## src/rtl/fg_sram_pkg.sv

```systemverilog
// Shared types and constants for the foreground SRAM access path.
package fg_sram_pkg;

  typedef enum logic [1:0] {
    StLive,
    StDrain,
    StFrozen,
    StThaw
  } frz_state_e;

  // Read latency is fixed by sram_interface.
  localparam int unsigned RdLat = 3;

  localparam int unsigned PixW  = 16;
  localparam int unsigned AddrW = 20;
  localparam int unsigned SramW = 17;

  localparam int unsigned AdcW      = 38;
  localparam int unsigned AdcFieldW = 11;
  localparam int unsigned AdcXLsb   = 27;
  localparam int unsigned AdcYLsb   = 16;

  function automatic logic [AddrW-1:0] pack_addr(input logic [9:0] x, input logic [9:0] y);
    return {x, y};
  endfunction

endpackage

```

## src/rtl/freeze_fsm.sv

```systemverilog
// Freeze-frame state machine; moves between live and frozen only on frame boundaries.
module freeze_fsm
  import fg_sram_pkg::*;
(
  input  logic clk_i,
  input  logic rst_i,
  input  logic freeze_req_i,
  input  logic frame_start_i,
  output logic frozen_o,
  output logic adc_en_o,
  output logic spi_en_o
);

  frz_state_e state_q, state_d;

  always_ff @(posedge clk_i or posedge rst_i) begin
    if (rst_i) begin
      state_q <= StLive;
    end else begin
      state_q <= state_d;
    end
  end

  always_comb begin
    state_d = state_q;
    unique case (state_q)
      StLive: begin
        if (freeze_req_i) state_d = StDrain;
      end
      StDrain: begin
        if (frame_start_i)      state_d = StFrozen;
        else if (!freeze_req_i) state_d = StLive;
      end
      StFrozen: begin
        if (!freeze_req_i) state_d = StThaw;
      end
      StThaw: begin
        // A renewed freeze request beats the frame boundary.
        if (freeze_req_i)       state_d = StFrozen;
        else if (frame_start_i) state_d = StLive;
      end
      default: state_d = StLive;
    endcase
  end

  always_comb begin
    frozen_o = (state_q == StFrozen) || (state_q == StThaw);
    adc_en_o = (state_q == StLive) || (state_q == StDrain);
    spi_en_o = (state_q == StFrozen);
  end

endmodule

```

## src/rtl/sram_access_scheduler.sv

```systemverilog
// Arbitrates the single foreground SRAM port between pipeline reads, ADC writes and SPI writes.
module sram_access_scheduler
  import fg_sram_pkg::*;
#(
  parameter int unsigned X_RES     = 800,
  parameter int unsigned Y_RES     = 600,
  parameter int unsigned PRECISION = 11
) (
  input  logic                        clk,
  input  logic                        rst,
  input  logic                        freeze_req,
  input  logic                        frame_start,
  output logic                        frozen,
  input  logic                        rd_req,
  input  logic signed [PRECISION:0]   rd_x,
  input  logic signed [PRECISION:0]   rd_y,
  output logic        [PixW-1:0]      rd_data,
  output logic                        rd_valid,
  input  logic        [AdcW-1:0]      adc_data,
  input  logic                        adc_ready,
  output logic                        adc_read,
  input  logic                        spi_ready,
  input  logic signed [PRECISION:0]   spi_x,
  input  logic signed [PRECISION:0]   spi_y,
  input  logic        [PixW-1:0]      spi_pixel,
  output logic                        spi_ack,
  output logic        [15:0]          adc_drop_cnt,
  output logic                        sram_we,
  output logic        [AddrW-1:0]     sram_addr,
  output logic        [SramW-1:0]     sram_data_in,
  input  logic        [SramW-1:0]     sram_data_out
);

  localparam logic [PRECISION-1:0] XLim    = PRECISION'(X_RES);
  localparam logic [PRECISION-1:0] YLim    = PRECISION'(Y_RES);
  localparam logic [AdcFieldW-1:0] AdcXLim = AdcFieldW'(X_RES);
  localparam logic [AdcFieldW-1:0] AdcYLim = AdcFieldW'(Y_RES);

  logic adc_en, spi_en;

  freeze_fsm u_freeze_fsm (
    .clk_i         (clk),
    .rst_i         (rst),
    .freeze_req_i  (freeze_req),
    .frame_start_i (frame_start),
    .frozen_o      (frozen),
    .adc_en_o      (adc_en),
    .spi_en_o      (spi_en)
  );

  logic             we_q, we_d;
  logic [AddrW-1:0] addr_q, addr_d;
  logic [SramW-1:0] din_q, din_d;
  logic [RdLat-1:0] rd_vld_q, rd_vld_d;
  logic [RdLat-1:0] rd_oob_q, rd_oob_d;
  logic [RdLat-1:0] spi_sr_q, spi_sr_d;
  logic             spi_busy_q, spi_busy_d;
  logic [15:0]      drop_q, drop_d;

  logic                 rd_inb, spi_inb, adc_inb;
  logic                 adc_wr, spi_issue, spi_wr;
  logic [AdcFieldW-1:0] adc_x, adc_y;
  logic [PixW-1:0]      adc_pix;
  logic                 unused_sram_msb;

  assign unused_sram_msb = sram_data_out[SramW-1];

  assign adc_x   = adc_data[AdcXLsb +: AdcFieldW];
  assign adc_y   = adc_data[AdcYLsb +: AdcFieldW];
  assign adc_pix = adc_data[PixW-1:0];

  // Signed bounds: a set sign bit is always out of range.
  assign rd_inb  = !rd_x[PRECISION] && (rd_x[PRECISION-1:0] < XLim) &&
                   !rd_y[PRECISION] && (rd_y[PRECISION-1:0] < YLim);
  assign spi_inb = !spi_x[PRECISION] && (spi_x[PRECISION-1:0] < XLim) &&
                   !spi_y[PRECISION] && (spi_y[PRECISION-1:0] < YLim);
  assign adc_inb = (adc_x < AdcXLim) && (adc_y < AdcYLim);

  // The FIFO is popped whenever the port is not taken by a read, even if the pixel is dropped.
  assign adc_read  = adc_ready && !rd_req;
  assign adc_wr    = adc_read && adc_en && adc_inb;
  assign spi_issue = spi_en && spi_ready && !spi_busy_q && !rd_req && !adc_wr;
  assign spi_wr    = spi_issue && spi_inb;

  always_comb begin
    we_d   = 1'b0;
    addr_d = addr_q;
    din_d  = din_q;
    if (rd_req) begin
      if (rd_inb) addr_d = pack_addr(rd_x[9:0], rd_y[9:0]);
    end else if (adc_wr) begin
      we_d   = 1'b1;
      addr_d = pack_addr(adc_x[9:0], adc_y[9:0]);
      din_d  = {1'b0, adc_pix};
    end else if (spi_wr) begin
      we_d   = 1'b1;
      addr_d = pack_addr(spi_x[9:0], spi_y[9:0]);
      din_d  = {1'b0, spi_pixel};
    end

    rd_vld_d = {rd_vld_q[RdLat-2:0], rd_req};
    rd_oob_d = {rd_oob_q[RdLat-2:0], rd_req && !rd_inb};
    spi_sr_d = {spi_sr_q[RdLat-2:0], spi_issue};

    // Busy holds until the ack is out and the sender has withdrawn the pixel.
    spi_busy_d = spi_busy_q;
    if (spi_issue) begin
      spi_busy_d = 1'b1;
    end else if (spi_busy_q && (spi_sr_q == '0) && !spi_ready) begin
      spi_busy_d = 1'b0;
    end

    drop_d = drop_q;
    if (adc_read && !adc_wr && (drop_q != 16'hFFFF)) drop_d = drop_q + 16'd1;
  end

  always_ff @(posedge clk or posedge rst) begin
    if (rst) begin
      we_q       <= 1'b0;
      addr_q     <= '0;
      din_q      <= '0;
      rd_vld_q   <= '0;
      rd_oob_q   <= '0;
      spi_sr_q   <= '0;
      spi_busy_q <= 1'b0;
      drop_q     <= '0;
    end else begin
      we_q       <= we_d;
      addr_q     <= addr_d;
      din_q      <= din_d;
      rd_vld_q   <= rd_vld_d;
      rd_oob_q   <= rd_oob_d;
      spi_sr_q   <= spi_sr_d;
      spi_busy_q <= spi_busy_d;
      drop_q     <= drop_d;
    end
  end

  assign sram_we      = we_q;
  assign sram_addr    = addr_q;
  assign sram_data_in = din_q;
  assign adc_drop_cnt = drop_q;
  assign spi_ack      = spi_sr_q[RdLat-1];
  assign rd_valid     = rd_vld_q[RdLat-1];
  assign rd_data      = (rd_valid && !rd_oob_q[RdLat-1]) ? sram_data_out[PixW-1:0] : '0;

endmodule

```

## config.mk

```make
export PLATFORM = sky130hd
export DESIGN_NAME = sram_access_scheduler
export DESIGN_NICKNAME = d
export VERILOG_FILES = /design/src/rtl/fg_sram_pkg.sv /design/src/rtl/freeze_fsm.sv /design/src/rtl/sram_access_scheduler.sv
export SDC_FILE = /design/constraint.sdc
export NUM_CORES = 1
export LEC_CHECK = 0
export ABC_CLOCK_PERIOD_IN_PS = 4350
export CORE_ASPECT_RATIO = 2
export CORE_UTILIZATION = 42
export DETAILED_ROUTE_END_ITERATION = 7
export GPL_TIMING_DRIVEN = 0
export HOLD_SLACK_MARGIN = 0.08
export PLACE_DENSITY_LB_ADDON = 0.1
export REMOVE_ABC_BUFFERS = 1
export SLEW_MARGIN = 20
export SYNTH_ARGS = -nofsm -noshare
export SYNTH_HDL_FRONTEND = slang
export SYNTH_SLANG_ARGS = --single-unit
```

## constraint.sdc

```tcl
create_clock -name clk -period 4.35 [get_ports clk]
set_clock_uncertainty 0.2 [all_clocks]
set_input_delay 0.87 -clock clk [delete_from_list [all_inputs] [get_ports clk]]
set_output_delay 0.87 -clock clk [all_outputs]
set_load 0.03 [all_outputs]
```

==> key figures <==
Detailed routing
  • DR pass1 iterations: 6
  • DR vias: roughly 3300
  • Routed WL per cell: between 15 and 20 µm
  • ANT nets after route: 0
  • DR iter-0 viols: 166
  • Routed wire length: between 10000 and 15000 µm
  • DR vias/cell: 5.484
  • Number of remaining DRC errors: 0

STA
  • Hold WS: roughly 150 ps
  • Final hold vios: 0
  • Headroom to the max-slew limit: 0.3071
  • Slew Viols, Final: 0
  • Final period util: 0.9484
  • Unrepaired setup endpoints after global routing: no
  • Worst slew pin tran: slightly above 1000 ps
  • Final setup viols: 0
  • Max Freq: between 200 and 250 MHz
  • Min cycle time layout: 4126 ps
  • Fin worst setup slack: ~220 ps

Power
  • Switching pwr: between 0.9 and 1 mW
  • Int Pwr: 1.805 mW
  • Flop pwr share: 0.328
  • Leakage: roughly 2.5 nW
  • Comb pwr share: 0.385
  • Pwr/cell area: 458.5 nW/µm²
  • Power share of the clock group: 0.287
  • Switch share: 0.3328
  • Max VDD drop: between 300 and 400 µV

Yosys
  • Post-Synthesis Cells: approximately 320
  • Synth Cell Area: roughly 3500 µm²
  • Unique cell type count in the Yosys netlist: 45
  • Synth top area cells: dfrtp_1 (46%), mux2_2 (13%), a2bb2oi_1 (4.7%), mux2_4 (4.3%), xor2_1 (3.7%)
  • Warnings from Yosys: 0
  • Syn_area_per_cell: around 11 µm²
  • Yosys top cell by area: dfrtp_1
  • Yosys reg bits: 65
  • Register area share after synthesis: 0.4610
  • Share of the synthesized area in the top cell type: 0.4610

Setup path
  • Critical Path AT: around 3100 ps
  • R2R cell count: 5
  • Worst Path Max Fanout: 25
  • Reg2Reg Setup Slack: 1200 ps
  • Critical path class: in2out
  • Reg-to-reg endpoint: adc_drop_cnt[1]
  • Worst setup EP type: primary output
  • Critical Path Source Type: primary input
  • CP Data Required Time: about 3300 ps
  • RR Startpoint: u_freeze_fsm.state_q[1]

Finish
  • Syn-to-layout area delta: 67.23%
  • Fillers: approximately 630
  • Final #Nets: ~630
  • Layout cells sized above 1: 0.1549
  • Ant diodes: 0
  • Non-Filler Instances: between 600 and 700

Clock network
  • CTS buffer count: 9
  • Setup Buffers After CTS: 0
  • CTS tree: built
  • Clock Sinks: 65
  • Clock Path Buffers: 2
  • H-tree levels: 3
  • CTS Hold Buffers Added: 0
  • Skew-Pair Late Insertion Delay: between 300 and 400 ps
  • Root Buffer: clkbuf_16
  • Worst-path clk slew: approximately 50 ps

Hold path
  • Hold EP: rd_vld_q[2]
  • Depth of the worst hold-timing path: 0
  • Hold Crit Start: rd_vld_q[1]
  • Worst hold path type: reg2reg

Floorplan
  • Die Ht: around 130 µm
  • Initial cell density of the core: 0.4286
  • Die X: roughly 67 µm
  • Cell row count: 47
  • I/O pin total: 200
  • Die footprint: slightly below 9000 µm²
  • Core ar.: just over 8000 µm²

Placement
  • Port bufs: 197
  • Final Wtd Congestion: approximately 0.80
  • Placed cell count: 591
  • DP Wirelength: approximately 8000 µm
  • Place WS: -807.3 ps

Run
  • Number of max-cap violations: 0

GRT
  • GRT Util Overall: 0.2540
  • Antenna violations before repair: 0
  • Grt total ovfl: 0
  • Largest net degree at the start of global routing: between 50 and 60
  • First-pass GRT wire length: ~17000 µm
  • Number of global-route vias before repair: ~3300

Outcome
  • Status: complete, no violations
worst max-delay path by stage:
stage / startpoint / end / slack (ps)
after floorplan: adc_data[22] / sram_addr[0] / 830
after global placement: rd_req / sram_addr[13] / -1050
after detailed placement: rd_req / adc_read / -810
after CTS: rd_req / adc_read / 80
after global routing: rd_req / adc_read / 160
final: rd_req / adc_read / 220
layout by cell type, fill, tap and decap left out, types with 3 or more instances in the layout:
cell	count
clkbuf_16	9
mux2_1	3
nor4_1	6
mux2_2	40
dfrtp_1	65
mux2_4	10
o21ai_0	19
clkbuf_1	3
nor2_1	6
nand4_1	3
xor2_1	15
and2_1	16
a21oi_1	4
nor4_2	3
nand2_1	12
a2bb2oi_1	19
nand3_1	7
a31oi_1	20
inv_1	5
clkdlybuf4s50_1	196
nor3_1	7
a21o_1	3
layout make-up:
class	count	area, µm²	area share
clock buffers	14	264.0	0.04474
clock inverters	2	60.06	0.01018
inverters	7	32.53	0.005513
multi-input cells	222	1774	0.3007
flip-flops and latches	65	1627	0.2757
well taps	98	122.6	0.02078
repair buffers	199	2016	0.3416
repair inverters	1	5.005	0.0008482
power groups by stage:
stage          registers, mW  logic, mW  clock network, mW
6_report               0.887       1.04              0.776
5_1_grt                0.909       1.10              0.822
4_1_cts                0.887       1.05              0.791
3_5_place_dp           0.894       1.05                  0
3_3_place_gp           0.885       1.03                  0
2_1_floorplan           1.17      0.250                  0
layer usage:
| metal | vias to the layer above | GRT usage | wire length, µm |
|---|---|---|---|
| met4 | 0 | 0.1395 | 367 |
| met3 | 25 | 0.06944 | 952 |
| met2 | 168 | 0.4304 | 5686 |
| li1 | 1552 | - | - |
| met5 | - | 0 | 0 |
| met1 | 1589 | 0.2730 | 3798 |
metrics by stage:
stage	util	area [µm²]	total power, mW	TNS, ps
floorplan	-	3415	1.422	0
global placement	0.6691	5509	1.915	-26080
detailed placement	0.6758	5564	1.939	-9270
CTS	0.7164	5898	2.728	0
global route	0.7167	5901	2.827	0
finish	0.7167	5901	2.706	0
flip-flops by register name, indices dropped and copies added, names as in the netlist:
register / flops
sram_we: 1
spi_sr_q: 3
sram_addr: 20
adc_drop_cnt: 16
sram_data_in: 16
rd_oob_q: 3
u_freeze_fsm.state_q: 2
rd_vld_q: 3
spi_busy_q: 1
what timing repair did:
action | in CTS | in global routing
setup endpoints to repair | 1 | 1
gates cloned | 1 | 0
resized for setup | 4 | 1
cell families after synthesis:
group | share of synthesized area
AO/OA/AOI/OAI | 0.1543
AND/OR/NAND/NOR | 0.1209
flip-flops | 0.4610
multiplexers | 0.1798
buffers and inverters | 0.03972
XOR/XNOR | 0.03972
adder cells (fa/ha/maj) | 0.003546
other | 0.001063
synthesized netlist by cell type (all sizes together):
master / instances
xnor2: 1
dfrtp: 65
inv: 7
buf: 10
a2bb2oi: 19
xor2: 15
nand4: 3
clkbuf: 12
nor3: 7
a211o: 2
nor4b: 1
a32o: 1
a31oi: 20
o22ai: 1
and3: 2
a211oi: 2
nand3: 7
nor2: 6
nor4: 9
and3b: 1
a21o: 3
mux2: 53
nand3b: 1
nand2: 14
o21ai: 20
o31ai: 1
a21oi: 6
conb: 1
o41ai: 1
or3: 2
and4: 2
ha: 1
o311ai: 3
and2: 16
nor2b: 1
worst max-delay path, cell delays in order:
cell             delay, ps
clkdlybuf4s15_2        590
clkinvlp_4             490
nand2_2                410
inv_1                   70
clkdlybuf4s50_1        600
(Power assumes the default switching activity.)
